--- config.mk ---
export PLATFORM = sky130hd
export DESIGN_NAME = atomik_status_leds
export DESIGN_NICKNAME = d
export VERILOG_FILES = /design/src/rtl/atomik_status_leds.sv
export SDC_FILE = /design/constraint.sdc
export NUM_CORES = 1
export LEC_CHECK = 0
export CORE_MARGIN = 1.5
export CORE_UTILIZATION = 56
export CTS_CLUSTER_SIZE = 16
export DETAILED_ROUTE_END_ITERATION = 16
export GPL_TIMING_DRIVEN = 0
export PLACE_DENSITY = 0.76
export SLEW_MARGIN = 20
export SYNTH_ARGS = -nofsm -noshare
export SYNTH_HDL_FRONTEND = slang
export SYNTH_SLANG_ARGS = --single-unit
--- constraint.sdc ---
create_clock -name clk -period 3.02 [get_ports clk]
set_clock_uncertainty 0.15 [all_clocks]
set_input_delay 0.604 -clock clk [delete_from_list [all_inputs] [get_ports clk]]
set_output_delay 0.604 -clock clk [all_outputs]
set_load 0.005 [all_outputs]
--- src/rtl/atomik_status_leds.sv ---
// atomik_status_leds
// Multi-channel LED/status indicator engine. Each channel turns one status
// source into a board LED drive, using a mode that can be changed at runtime:
//   0 OFF, 1 LEVEL, 2 ACTIVITY (pulse stretch), 3 BLINK, 4 GATED_BLINK,
//   5 LATCH, 6/7 reserved (behave as OFF).
// Every channel has its own event synchroniser, an either-polarity edge
// detector, a stretch down-counter and a sticky latch. All channels share one
// free-running blink counter.
//
// Ports
//   clk       system clock
//   rst_n     asynchronous active-low reset
//   ev_in     raw asynchronous event lines, one per channel
//   lvl_in    level inputs, already in the clk domain
//   cfg_we    mode write strobe (one cycle)
//   cfg_ch    target channel of the write; values >= NUM_CH are ignored
//   cfg_mode  new mode for the target channel
//   led       registered LED drive; polarity set by ACTIVE_LOW
//   act_flag  registered, active-high: the channel's stretch counter is
//             non-zero, whatever the channel's mode
module atomik_status_leds #(
    parameter int                  NUM_CH        = 6,
    parameter int                  SYNC_STAGES   = 3,
    parameter logic [NUM_CH-1:0]   EV_IDLE       = {NUM_CH{1'b1}},
    parameter int                  STRETCH_CYC   = 1_048_575,
    parameter int                  BLINK_LOG2    = 23,
    parameter bit                  ACTIVE_LOW    = 1'b1,
    parameter logic [3*NUM_CH-1:0] DEFAULT_MODES = {NUM_CH{3'd1}}
) (
    input  logic              clk,
    input  logic              rst_n,
    input  logic [NUM_CH-1:0] ev_in,
    input  logic [NUM_CH-1:0] lvl_in,
    input  logic              cfg_we,
    input  logic [3:0]        cfg_ch,
    input  logic [2:0]        cfg_mode,
    output logic [NUM_CH-1:0] led,
    output logic [NUM_CH-1:0] act_flag
);

    localparam int          BCW          = BLINK_LOG2 + 1;
    localparam logic [23:0] STRETCH_LOAD = 24'(STRETCH_CYC);

    localparam logic [2:0] MODE_OFF    = 3'd0;
    localparam logic [2:0] MODE_LEVEL  = 3'd1;
    localparam logic [2:0] MODE_ACT    = 3'd2;
    localparam logic [2:0] MODE_BLINK  = 3'd3;
    localparam logic [2:0] MODE_GBLINK = 3'd4;
    localparam logic [2:0] MODE_LATCH  = 3'd5;

    logic [NUM_CH-1:0] sync_q [SYNC_STAGES];
    logic [NUM_CH-1:0] sync_d1_q;
    logic [NUM_CH-1:0] ev_edge;

    logic [23:0]       stretch_q [NUM_CH];
    logic [23:0]       stretch_d [NUM_CH];
    logic [2:0]        mode_q    [NUM_CH];
    logic [2:0]        mode_d    [NUM_CH];
    logic [NUM_CH-1:0] latch_q, latch_d;
    logic [BCW-1:0]    blink_cnt_q;
    logic              blink;
    logic [NUM_CH-1:0] cfg_hit;
    logic [NUM_CH-1:0] on;
    logic [NUM_CH-1:0] led_q, led_d;
    logic [NUM_CH-1:0] act_q, act_d;

    // Event synchronisers. Stages start at EV_IDLE so that a line already
    // sitting at its idle level when reset is released gives no edge.
    always_ff @(posedge clk or negedge rst_n) begin
        if (!rst_n) begin
            for (int s = 0; s < SYNC_STAGES; s++) begin
                sync_q[s] <= EV_IDLE;
            end
            sync_d1_q <= EV_IDLE;
        end else begin
            sync_q[0] <= ev_in;
            for (int s = 1; s < SYNC_STAGES; s++) begin
                sync_q[s] <= sync_q[s-1];
            end
            sync_d1_q <= sync_q[SYNC_STAGES-1];
        end
    end

    assign ev_edge = sync_q[SYNC_STAGES-1] ^ sync_d1_q;
    assign blink   = blink_cnt_q[BLINK_LOG2];

    // A write to a channel that does not exist must not touch any channel.
    always_comb begin
        cfg_hit = '0;
        if (cfg_we && (int'(cfg_ch) < NUM_CH)) begin
            for (int i = 0; i < NUM_CH; i++) begin
                if (int'(cfg_ch) == i) begin
                    cfg_hit[i] = 1'b1;
                end
            end
        end
    end

    // Per-channel next state. A config write takes priority over an edge in
    // the same cycle, so the edge is dropped and counter and latch read 0.
    // A retrigger reloads the counter; stretch time never accumulates.
    always_comb begin
        latch_d = latch_q;
        for (int i = 0; i < NUM_CH; i++) begin
            mode_d[i]    = mode_q[i];
            stretch_d[i] = stretch_q[i];
            if (cfg_hit[i]) begin
                mode_d[i]    = cfg_mode;
                stretch_d[i] = '0;
                latch_d[i]   = 1'b0;
            end else if (ev_edge[i]) begin
                stretch_d[i] = STRETCH_LOAD;
                latch_d[i]   = 1'b1;
            end else if (stretch_q[i] != '0) begin
                stretch_d[i] = stretch_q[i] - 24'd1;
            end
        end
    end

    // Mode decode; the result is registered in led_q, so no input reaches an
    // output without passing through a flop.
    always_comb begin
        on    = '0;
        led_d = '0;
        act_d = '0;
        for (int i = 0; i < NUM_CH; i++) begin
            case (mode_q[i])
                MODE_OFF:    on[i] = 1'b0;
                MODE_LEVEL:  on[i] = lvl_in[i];
                MODE_ACT:    on[i] = (stretch_q[i] != '0);
                MODE_BLINK:  on[i] = blink;
                MODE_GBLINK: on[i] = lvl_in[i] & blink;
                MODE_LATCH:  on[i] = latch_q[i];
                default:     on[i] = 1'b0;
            endcase
            led_d[i] = on[i] ^ ACTIVE_LOW;
            act_d[i] = (stretch_q[i] != '0);
        end
    end

    always_ff @(posedge clk or negedge rst_n) begin
        if (!rst_n) begin
            for (int i = 0; i < NUM_CH; i++) begin
                mode_q[i]    <= DEFAULT_MODES[3*i +: 3];
                stretch_q[i] <= '0;
            end
            latch_q     <= '0;
            blink_cnt_q <= '0;
            led_q       <= {NUM_CH{ACTIVE_LOW}};
            act_q       <= '0;
        end else begin
            for (int i = 0; i < NUM_CH; i++) begin
                mode_q[i]    <= mode_d[i];
                stretch_q[i] <= stretch_d[i];
            end
            latch_q     <= latch_d;
            blink_cnt_q <= blink_cnt_q + BCW'(1);
            led_q       <= led_d;
            act_q       <= act_d;
        end
    end

    assign led      = led_q;
    assign act_flag = act_q;

endmodule

## Word-level counts from Yosys, hierarchy flattened

Cells that the tools add are included.

- Output and inout bits: 12
- Word-level logic and storage cells: 144
- Flip-flop bits (word level): 228
- Bits of input ports: 22

- Equal/unequal tests: 35
- Reductions and logical operators: 20
- Multiplexer cells: 43
- Bitwise gates (word level): 13
- Add/subtract/negate cells: 7
- Magnitude comparators: 1

Operators with widths:

| kind | count |
|---|---|
| $mux 24 | 18 |
| $reduce_bool 24->1 | 6 |
| $sub 24x1->24 const B | 6 |
| $eq 3x2->1 const B | 12 |
| $eq 3x3->1 const B | 12 |
| $pmux 1 s5 | 6 |
| $add 24x1->24 const B | 1 |
| $eq 3x1->1 const B | 6 |
| $mux 1 | 18 |
| $reduce_bool 3->1 | 6 |
| $reduce_bool 2->1 | 6 |
| $eq 4x3->1 const B | 2 |
| $eq 4x4->1 const B | 2 |
| $and 1x1->1 | 6 |
| $mux 6 | 1 |
| $not 1->1 | 6 |
| $xor 6x6->6 | 1 |
| $eq 4x2->1 const B | 1 |
| $logic_not 4->1 | 1 |
| $lt 4x3->1 const B | 1 |
| $logic_and 1x1->1 | 1 |

## Longest topological paths before layout

Gate-level depths: netlist of run 1.

- Word-level depth: 4
- Depth in mapped cells: 9
- Depth with buffers taken out: 7

## Least setup slack after synthesis of run 1

No wires, ideal clock.

- Path type: register to register
- Start point: register stretch_q[104] (netlist name)
- End point: register stretch_q[117] (netlist name)
- Path buffers: 2
- Library setup time: 78 ps
- Data arrival time: 2,619 ps
- Slack: 173 ps
- Required time: 2,792 ps
- Cell stages (with the launch flop): 8
- Clock period less this slack: 2,847 ps
- Cells stage by stage: dfrtp_1 -> or4_1 -> buf_2 -> or4_4 -> buf_6 -> or4_4 -> or3_1 -> a21oi_1

- Longest elaborated chain between the ends: 4
- Elaborated cells on any way between the ends: 6
- Those cells by class: 1 x add/sub; 3 x mux; 2 x reduce/logical

RTL lines:

| what | line | text |
|---|---|---|
| start, declared | 55 | `logic [23:0] stretch_q [NUM_CH];` |
| start signal, assigned by index | 154 | `stretch_q[i] <= stretch_d[i];` |
| $sub 24x1->24 | 115 | `stretch_d[i] = stretch_q[i] - 24'd1;` |
| $mux 24 | 114 | `end else if (stretch_q[i] != '0) begin` |
| $mux 24 | 111 | `end else if (ev_edge[i]) begin` |
| $mux 24 | 107 | `if (cfg_hit[i]) begin` |

Several ways; a longest one is shown, not always the timed one. The select of a mux whose other input is x is not followed.
A chain may end at the register's enable or synchronous reset.

## Final worst setup path of run 1

- Start point: register stretch_q[105] (netlist name)
- End point: register stretch_q[117] (netlist name)

The elaborated chain is that of the path after synthesis.

==> results of run 1 <==
-- power groups by stage --
stage,clock network (uW),registers (uW),logic [uW]
after global placement,0,3520,597
after detailed placement,0,3530,623
after floorplan,0,3490,377
final,2970,3480,624
after global routing,3190,3510,710
after CTS,3050,3480,629
-- cells in the final DEF (no fill, tap or decap), types with 4 or more instances in the layout --
| cell type | n |
|---|---|
| dfrtp_1 | 192 |
| nand2_1 | 130 |
| nor2_1 | 123 |
| o21ai_0 | 71 |
| xnor2_1 | 70 |
| a21oi_1 | 67 |
| nor3_1 | 64 |
| xor2_1 | 59 |
| clkbuf_1 | 42 |
| nor4_1 | 36 |
| dfstp_2 | 36 |
| nand3_1 | 32 |
| clkdlybuf4s50_1 | 31 |
| or4_1 | 26 |
| clkbuf_16 | 25 |
| inv_1 | 22 |
| or3_1 | 20 |
| nand4_1 | 17 |
| and3_1 | 13 |
| ha_1 | 13 |
| nand2b_1 | 10 |
| nor3b_1 | 7 |
| nor2b_1 | 7 |
| a311oi_1 | 7 |
| mux2_2 | 6 |
| o31a_1 | 6 |
| nor4b_1 | 5 |
| nor4_2 | 5 |
| o221ai_1 | 5 |
| o31ai_1 | 5 |
| and2_1 | 4 |
| or3b_2 | 4 |
| or2_2 | 4 |
| clkinv_2 | 4 |
-- final cells by class --
type	instances	area [um2]
inverters	22	82.58
plain buffers	37	148.9
well taps	265	331.6
fillers	1580	6755
multi-input cells	865	5194
clock inverters	9	105.1
flip-flops and latches	228	5751
clock buffers	36	696.9
repair buffers	36	397.9
-- cells by family after synthesis --
| logic type | count (synthesis) | share of synthesized area [%] |
|---|---|---|
| xor+xnor | 129 | 10.15 |
| buf+inv | 60 | 2.103 |
| fa+ha+maj | 13 | 1.462 |
| mux | 8 | 0.7870 |
| simple gates | 525 | 23.75 |
| flops | 228 | 51.68 |
| compound gates | 190 | 10.07 |
-- registers in the layout (all words and copies together) (netlist names) --
register and count:
act_flag 6, mode_q 18, blink_cnt_q 24, led 6, sync_d1_q 6, latch_q 6, stretch_q 144, sync_q 18
-- metal layers --
layer | wire length [um] | up-vias | share of wire (%) | track usage, %
met2 | 10820 | 154 | 48 | 37.42
met3 | 1010 | 31 | 4.4 | 3.332
met1 | 10550 | 4239 | 46 | 31.27
met4 | 384 | 0 | 1.7 | 5.961
li1 | - | 4221 | - | -
met5 | 0 | - | 0 | 0
-- metrics by stage --
stage	cell area, um2	TNS (ns)	power (uW)	setup WS (ns)
2_1_floorplan	11130	0	3869	0.1733
3_3_place_gp	11780	-1782.69	4121	-8.290
3_5_place_dp	11840	-1.406	4155	-0.09320
4_1_cts	12660	0	7163	0.03368
5_1_grt	12710	-0.01160	7414	-0.01160
6_report	12710	0	7083	0.07228
-- worst paths after layout --
path	end	slack, ns	cells after the start
setup / recovery	stretch_q[117]$_DFFE_PN0P_	0.07	7
setup reg to reg	stretch_q[117]$_DFFE_PN0P_	0.07	7
hold reg to reg	sync_q[1]$_DFF_PN1_	0.20	0
min in group asynchronous	stretch_q[117]$_DFFE_PN0P_	0.46	2
hold / removal	sync_q[1]$_DFF_PN1_	0.20	0
max in group asynchronous	sync_q[12]$_DFF_PN1_	1.43	3
-- worst register-to-register path, delay by kind of cell, from the launching register on --
family	cells	cell delay (ns)
simple gates	4	1.84
flops	1	0.42
buf+inv	2	0.32
compound gates	1	0.14
-- what timing repair did --
item / 4_1_cts / 5_1_grt
endpoints found under the setup margin: 7 / 38
buffers inserted: 0 / 1
cloned: 0 / 0
resized for setup: 3 / 8
hold buffers: 1 / 0
endpoints found under the hold margin: 55 / 0
==> flow_metrics.env, run 1 <==
export IMPL_start_util_pct=57.18
export IMPL_critPathTopFamily="simple AND/OR/NAND/NOR gates"
export IMPL_stdcell_count=1498
export IMPL_ir_drop_v=0.0004122
export IMPL_path_buf_inv=2
export IMPL_maxCapViolCount=0
export IMPL_fmax_mhz=339.2
export IMPL_worstMarginPinSlew_ns=0.9221
export IMPL_hold_ws_ns=0.2043
export IMPL_routed_wirelength_mm=22.77
export IMPL_p_per_area_nw_per_um2=557.4
export IMPL_status="completed"
export IMPL_grt_pass1_vias=8228
export IMPL_dpl_cell_count=1452
export IMPL_path_max_fanout=9
export IMPL_drc=0
export IMPL_clkPwrFrac_pct=42.0
export IMPL_clockRootBuffer="clkbuf_16"
export IMPL_synth_nets=1188
export IMPL_place_port_buffers=32
export IMPL_cellLeakagePower_uw=0.004624
export IMPL_dpl_hpwl_mm=15.36
export IMPL_rows=51
export IMPL_grt_pass1_wl_mm=38.48
export IMPL_first_pass_iters=5
export IMPL_seqPwrFrac_pct=49.2
export IMPL_core_area_um2=19460
export IMPL_synth_top_cells_by_area="dfrtp_1, dfstp_2, xnor2_1"
export IMPL_setup_worst_path_class="reg -> reg"
export IMPL_cts_tree="built"
export IMPL_synth_main_ff_cell="dfrtp_1"
export IMPL_synth_top_area_share_pct=43.18
export IMPL_ys_top_cells_by_count="dfrtp_1, nand2_1, nor2_1"
export IMPL_io_pins=34
export IMPL_finalMaxSlewViolations=0
export IMPL_period_needed_ns=2.948
export IMPL_fp_dieW_um=144.0
export IMPL_drtAntennaViolNets=0
export IMPL_cp_required_ns=3.31
export IMPL_antenna_found_initial=1
export IMPL_reg2reg_from="stretch_q[105]$_DFFE_PN0P_"
export IMPL_grt_max_degree=89
export IMPL_finalNetCount=1250
export IMPL_critPathArrivalTime_ns=3.24
export IMPL_ctsLongestPathBuffers=3
export IMPL_setup_viol=0
export IMPL_cts_sinks=228
export IMPL_slew_headroom_pct=38.40
export IMPL_power_internal_uw=5344
export IMPL_finalCritPeriodShare_pct=97.61
export IMPL_cts_buffers_inserted=25
export IMPL_htreeDepth=1
export IMPL_worstPathCellList="or4_1 -> buf_2 -> or4_4 -> buf_6 -> or4_4 -> or3_1 -> a21oi_1"
export IMPL_avgViaCountPerCell=5.771
export IMPL_crit_path_frequent_cell="or4_4"
export IMPL_yosysMostFrequentCell="dfrtp_1"
export IMPL_utilization_pct=65.29
export IMPL_cts_clk_slew_worst_paths_ns=0.06
export IMPL_synth_edf_count=0
export IMPL_grt_usage_pct=22.63
export IMPL_overflow=0
export IMPL_critPathLaunchType="register"
export IMPL_areaGrowthSynthToFinish_pct=14.19
export IMPL_clk_latency_ns=0.52
export IMPL_yosysSeqAreaShare_pct=51.68
export IMPL_place_gp_congestion=0.8327
export IMPL_wl_per_cell_um=15.20
export IMPL_critPathLaunch="stretch_q[105]$_DFFE_PN0P_"
export IMPL_synth_area_um2=11130
export IMPL_drt_iter0_drc=469
export IMPL_synth_cell_types=59
export IMPL_critPathSlowestCell="or4_4"
export IMPL_syn_area_per_cell_um2=9.651
export IMPL_hold_viol=0
export IMPL_die_h_um=144.0
export IMPL_vias=8645
export IMPL_holdCritPathClass="reg -> reg"
export IMPL_synthCells=1153
export IMPL_drive_above_1_share_pct=8.921
export IMPL_async_flop_share_pct=100.0
export IMPL_max_stage_delay_ns=0.52
export IMPL_p_comb_share_pct=8.8
export IMPL_synth_warnings=0
export IMPL_dieArea_um2=20730
export IMPL_yosysTopAreaCell="dfrtp_1"
export IMPL_hold_start="sync_q[7]$_DFF_PN1_"
export IMPL_critPathCaptureType="register"
export IMPL_antennaDiodeCount=0
export IMPL_ys_ff_latch=228
export IMPL_swShare_pct=24.55
export IMPL_p_sw_uw=1739
No activity file was read; power rests on OpenSTA's default activity.
==> inputs of run 2 (changes only) <==
--- a/config.mk
+++ b/config.mk
@@ -6,11 +6,11 @@
 export NUM_CORES = 1
 export LEC_CHECK = 0
 export CORE_MARGIN = 1.5
-export CORE_UTILIZATION = 56
+export CORE_UTILIZATION = 35
 export CTS_CLUSTER_SIZE = 16
 export DETAILED_ROUTE_END_ITERATION = 16
 export GPL_TIMING_DRIVEN = 0
-export PLACE_DENSITY = 0.76
+export PLACE_DENSITY = 0.51
 export SLEW_MARGIN = 20
 export SYNTH_ARGS = -nofsm -noshare
 export SYNTH_HDL_FRONTEND = slang
==> run 2 against run 1 <==
Final cell count increased by 9.7%. Sequential power barely moved. Clock-buffer cell count increased by 6. Total power increased by 5.8%. Maximum frequency is 0.50% higher. Sequential share of layout area fell by 1.3 points. Global-route usage fell by 7.0 points. Worst hold slack worse by 0.0053 ns. Flip-flop and latch count is the same. Critical endpoint unchanged. Largest cell class unchanged.
==> flow_metrics.env, run 2 (same netlist as run 1, synthesis figures left out) <==
export IMPL_drt_iter0_drc=601
export IMPL_finalCritPeriodShare_pct=97.13
export IMPL_ir_drop_v=0.0003710
export IMPL_max_stage_delay_ns=0.52
export IMPL_dpl_hpwl_mm=16.52
export IMPL_die_h_um=181.3
export IMPL_fmax_mhz=340.9
export IMPL_top_layer="met4"
export IMPL_critPathCaptureType="register"
export IMPL_setup_worst_path_class="reg -> reg"
export IMPL_fin_area_um2=13080
export IMPL_reg_largest_list="stretch_q: 144 flops, blink_cnt_q: 24 flops"
export IMPL_routed_wl_met3_um=889
export IMPL_worstMarginPinSlew_ns=0.8567
export IMPL_top_register="stretch_q"
export IMPL_wl_met2_mm=11.26
export IMPL_p_total_uw=7496
export IMPL_wl_met1_mm=11.91
export IMPL_drc=0
export IMPL_cts_buffers_inserted=27
export IMPL_cts_clk_slew_worst_paths_ns=0.06
export IMPL_cp_required_ns=3.32
export IMPL_vias=8498
export IMPL_place_gp_congestion=0.7960
export IMPL_post_place_ws_ns=-0.3338
export IMPL_core_area_um2=31390
export IMPL_rows=65
export IMPL_place_area_um2=12010
export IMPL_nFillCells=3103
export IMPL_critPathSlowestCell="or4_4"
export IMPL_grt_pass1_vias=8489
export IMPL_first_pass_iters=5
export IMPL_start_util_pct=35.45
export IMPL_final_common_cell="dfrtp_1"
export IMPL_period_needed_ns=2.933
export IMPL_areaGrowthSynthToFinish_pct=17.56
export IMPL_worstPathCellList="or4_4 -> buf_6 -> or4_4 -> buf_6 -> or4_4 -> or3_4 -> a21oi_2"
export IMPL_maxCapViolCount=0
export IMPL_io_pins=34
export IMPL_overflow=0
export IMPL_hold_start="sync_q[7]$_DFF_PN1_"
export IMPL_finalSetupTns_ns=0
export IMPL_critPathLaunchType="register"
export IMPL_grt_usage_pct=15.63
export IMPL_holdCritPathClass="reg -> reg"
export IMPL_critPathLaunch="stretch_q[105]$_DFFE_PN0P_"
export IMPL_drive_above_1_share_pct=10.15
export IMPL_reg2reg_from="stretch_q[105]$_DFFE_PN0P_"
export IMPL_antenna_found_initial=1
export IMPL_crit_path_frequent_cell="or4_4"
export IMPL_place_port_buffers=32
export IMPL_cellLeakagePower_uw=0.004724
export IMPL_largest_register_ffs=144
export IMPL_hold_viol=0
export IMPL_rsz0062_at_grt="no"
export IMPL_setup_viol=0
export IMPL_cts_sinks=228
export IMPL_fp_dieW_um=181.3
export IMPL_ctsLongestPathBuffers=3
export IMPL_p_per_area_nw_per_um2=573.0
export IMPL_drtAntennaViolNets=0
export IMPL_clk_latency_ns=0.53
export IMPL_status="completed"
export IMPL_routed_wirelength_mm=24.47
export IMPL_grt_max_degree=91
export IMPL_wl_per_cell_um=14.88
export IMPL_dieArea_um2=32870
export IMPL_slew_headroom_pct=42.36
export IMPL_path_max_fanout=9
export IMPL_fin_ws_ns=0.08681
export IMPL_critPathArrivalTime_ns=3.23
export IMPL_finalNetCount=1256
export IMPL_finalMaxSlewViolations=0
export IMPL_cts_tree="built"
export IMPL_avgViaCountPerCell=5.169
export IMPL_grt_pass1_wl_mm=42.92
export IMPL_mostFrequentLayoutCells="dfrtp_1, nand2_1, nor2_1"
export IMPL_clockRootBuffer="clkbuf_16"
export IMPL_htreeDepth=1
## run 2: metrics by stage
stage,cells,hold WS [ns],util [%]
final,1644,0.1991,41.67
after global placement,1587,0.1954,38.07
after floorplan,1153,0.1584,-
after detailed placement,1589,0.1970,38.26
after global routing,1643,0.2060,41.67
after CTS,1639,0.1992,41.39
## run 2: cell type report
cell class	count	area, um2	area share [%]
well taps	402	503.0	3.845
flip-flops and latches	228	5751	43.96
plain buffers	37	155.1	1.186
inverters	22	82.58	0.6312
diodes	1	2.502	0.01913
clock buffers	42	832.0	6.360
multi-input cells	865	5219	39.89
repair buffers	40	427.9	3.271
clock inverters	7	110.1	0.8416
## run 2: metal layers
| layer | GRT usage [%] | vias up |
|---|---|---|
| met5 | 0 | - |
| met4 | 3.767 | 0 |
| met3 | 2.318 | 32 |
| met2 | 24.97 | 95 |
| met1 | 22.29 | 4127 |
| li1 | - | 4244 |
## run 2: worst paths after layout
kind	to	slack, ns	depth (start not counted)
max	stretch_q[117]$_DFFE_PN0P_	0.09	7
min	sync_q[1]$_DFF_PN1_	0.20	0
max reg2reg	stretch_q[117]$_DFFE_PN0P_	0.09	7
min reg2reg	sync_q[1]$_DFF_PN1_	0.20	0
max in group asynchronous	led[2]$_DFF_PN1_	1.06	4
min in group asynchronous	stretch_q[116]$_DFFE_PN0P_	0.51	2
## run 2: repair_timing
action | 4_1_cts | 5_1_grt
hold buffers | 1 | 0
endpoints found under the hold margin | 73 | 0
setup buffers | 0 | 5
gates cloned | 0 | 0
pin swaps | 0 | 2
resized for setup | 7 | 13
setup endpoints to repair | 27 | 26
## run 2: report_power, final
| group | switching (uW) | internal (uW) | leakage, uW | total, uW |
|---|---|---|---|---|
| Combinational | 348 | 281 | 0.00185 | 628 |
| Clock | 1250 | 2130 | 0.000469 | 3380 |
| Sequential | 195 | 3290 | 0.00240 | 3480 |
| Total | 1790 | 5700 | 0.00472 | 7500 |
## run 2: worst max-delay path: cells and delay by family (launching register included)
kind,cells,cell delay [ns]
and+or+nand+nor,4,1.87
AOI/OAI and AO/OA,1,0.13
buffers and inverters,2,0.29
DFF,1,0.41
==> inputs of run 3 (changes only) <==
--- a/config.mk
+++ b/config.mk
@@ -9,8 +9,10 @@
 export CORE_UTILIZATION = 35
 export CTS_CLUSTER_SIZE = 16
 export DETAILED_ROUTE_END_ITERATION = 16
+export DONT_BUFFER_PORTS = 1
 export GPL_TIMING_DRIVEN = 0
-export PLACE_DENSITY = 0.51
+export PLACE_DENSITY = 0.5
+export SKIP_LAST_GASP = 1
 export SLEW_MARGIN = 20
 export SYNTH_ARGS = -nofsm -noshare
 export SYNTH_HDL_FRONTEND = slang
==> run 3 against run 2 <==
The flow now finishes with violations (negative hold slack). Worst setup slack got worse by 0.0057 ns. Final cell count fell by 1.7%. Maximum frequency fell by 0.19%. Global-route usage fell by 0.26 points. Sequential share of layout area rose by 1.5 points.
==> flow_metrics.env, run 3 (same netlist as run 1, synthesis figures left out) <==
export IMPL_io_pins=34
export IMPL_ctsLongestPathBuffers=3
export IMPL_seqPwrFrac_pct=49.3
export IMPL_fin_ws_ns=0.08116
export IMPL_max_stage_delay_ns=0.53
export IMPL_r2r_setup_slack_ns=0.08
export IMPL_clockRootBuffer="clkbuf_16"
export IMPL_first_pass_iters=4
export IMPL_dpl_cell_count=1555
export IMPL_status="finished with violations"
export IMPL_rows=65
export IMPL_ctsHoldBuffers=7
export IMPL_grt_pass1_wl_mm=42.26
export IMPL_drive_above_1_share_pct=9.555
export IMPL_holdCritPathClass="in -> async"
export IMPL_antennaDiodeCount=0
export IMPL_fp_dieW_um=181.3
export IMPL_multi_input_area_um2=5215
export IMPL_setup_worst_path_class="reg -> reg"
export IMPL_largest_register_ffs=144
export IMPL_areaGrowthSynthToFinish_pct=13.76
export IMPL_top_register="stretch_q"
export IMPL_hold_ws_ns=-0.3780
export IMPL_slew_headroom_pct=39.42
export IMPL_path_max_fanout=9
export IMPL_critPathCaptureType="register"
export IMPL_final_common_cell="dfrtp_1"
export IMPL_critPathTopFamily="simple AND/OR/NAND/NOR gates"
export IMPL_clkPwrFrac_pct=43.9
export IMPL_power_internal_uw=5362
export IMPL_setup_viol=0
export IMPL_place_port_buffers=0
export IMPL_grt_max_degree=229
export IMPL_crit_path_frequent_cell="or4_4"
export IMPL_stdcell_count=1616
export IMPL_p_per_area_nw_per_um2=559.6
export IMPL_p_comb_share_pct=6.8
export IMPL_drc=0
export IMPL_worstPathCellList="or4_4 -> buf_4 -> or4_4 -> buf_6 -> or4_4 -> or3_1 -> a21oi_1"
export IMPL_start_util_pct=35.45
export IMPL_dieArea_um2=32870
export IMPL_cts_clk_slew_worst_paths_ns=0.06
export IMPL_regArea_um2=5751
export IMPL_vias=8407
export IMPL_grt_pass1_vias=8376
export IMPL_wl_per_cell_um=15.16
export IMPL_clk_latency_ns=0.53
export IMPL_cts_sinks=228
export IMPL_reg2reg_from="stretch_q[104]$_DFFE_PN0P_"
export IMPL_rsz0062_at_grt="no"
export IMPL_worstMarginPinSlew_ns=0.9067
export IMPL_finalNetCount=1229
export IMPL_cellLeakagePower_uw=0.004557
export IMPL_overflow=0
export IMPL_finalMaxSlewViolations=0
export IMPL_finalSetupTns_ns=0
export IMPL_p_sw_uw=1722
export IMPL_cp_required_ns=3.33
export IMPL_cts_tree="built"
export IMPL_utilization_pct=40.33
export IMPL_drt_iter0_drc=427
export IMPL_critPathLaunchType="register"
export IMPL_place_gp_congestion=0.7930
export IMPL_reg_largest_list="stretch_q: 144 flops, blink_cnt_q: 24 flops"
export IMPL_core_area_um2=31390
export IMPL_critPathLaunch="stretch_q[104]$_DFFE_PN0P_"
export IMPL_maxCapViolCount=0
export IMPL_nFillCells=3162
export IMPL_violations="negative hold slack"
export IMPL_hold_viol=224
export IMPL_fmax_mhz=340.3
export IMPL_antenna_found_initial=0
export IMPL_die_h_um=181.3
export IMPL_avgViaCountPerCell=5.202
export IMPL_ir_drop_v=0.0003908
export IMPL_critPathArrivalTime_ns=3.25
export IMPL_cts_buffers_inserted=27
export IMPL_drtAntennaViolNets=0
export IMPL_htreeDepth=1
export IMPL_finalCritPeriodShare_pct=97.31
export IMPL_period_needed_ns=2.939
export IMPL_routed_wirelength_mm=24.50
export IMPL_dpl_hpwl_mm=16.08
export IMPL_critPathSlowestCell="or4_4"
export IMPL_grt_usage_pct=15.37
export IMPL_swShare_pct=24.31
export IMPL_mostFrequentLayoutCells="dfrtp_1, nand2_1, nor2_1"
export IMPL_path_buf_inv=2
export IMPL_post_place_ws_ns=-0.1848
[run 3: changes by cell type in the layout (fill, tap and decap cells not counted), sizes merged, moves of 2 or more]
| cell | change |
|---|---|
| buf | -3 |
| clkdlybuf4s50 | -31 |
| bufinv | -2 |
| dlygate4sd3 | +6 |
[run 3: area by class of cell]
class | count | area share, %
multi-input combinational | 865 | 41.19
inverter | 22 | 0.6523
buffer | 38 | 1.226
sequential | 228 | 45.42
timing repair buffer | 12 | 0.8500
clock inverter | 7 | 0.5041
tap | 402 | 3.973
clock buffer | 42 | 6.177
[run 3: layer usage]
layer  track usage (%)  routed length, um  vias up
li1                  -                  -     4179
met1             21.63              12170     4093
met2             24.72              11010       99
met3             2.479                862       36
met4             3.700                455        0
met5                 0                  0        -
[run 3: worst paths after layout]
check / to / cells past startpoint
max reg2reg: stretch_q[117]$_DFFE_PN0P_ / 7
max: stretch_q[117]$_DFFE_PN0P_ / 7
min: stretch_q[100]$_DFFE_PN0P_ / 0
max in group asynchronous: led[2]$_DFF_PN1_ / 0
min reg2reg: sync_q[8]$_DFF_PN1_ / 0
min in group clk: mode_q[2]$_DFFE_PN0N_ / 2
[run 3: repair_timing]
action | 4_1_cts | 5_1_grt
hold endpoints to repair | 240 | 228
gates cloned | 0 | 0
setup buffers | 0 | 5
pin swaps | 0 | 1
gates resized for setup | 6 | 11
endpoints found under the setup margin | 10 | 52
[run 3: power groups by stage]
stage                     registers [uW]  logic (uW)  clock network, uW
after floorplan                     3490         377                  0
after global placement              3540         464                  0
after detailed placement            3540         474                  0
after CTS                           3490         486               3210
after global routing                3530         559               3360
final                               3490         481               3110
[run 3: worst register-to-register path: stages (launching register included)]
cell     delay, ns
dfrtp_1       0.40
or4_4         0.53
buf_4         0.17
or4_4         0.51
buf_6         0.15
or4_4         0.50
or3_1         0.32
a21oi_1       0.14
[run 3: stage by stage]
| step | instance area, um2 | total power, uW |
|---|---|---|
| floorplan | 11130 | 3869 |
| global placement | 11630 | 4005 |
| finish | 12660 | 7085 |
| detailed placement | 11630 | 4018 |
| global route | 12660 | 7446 |
| CTS | 12570 | 7193 |
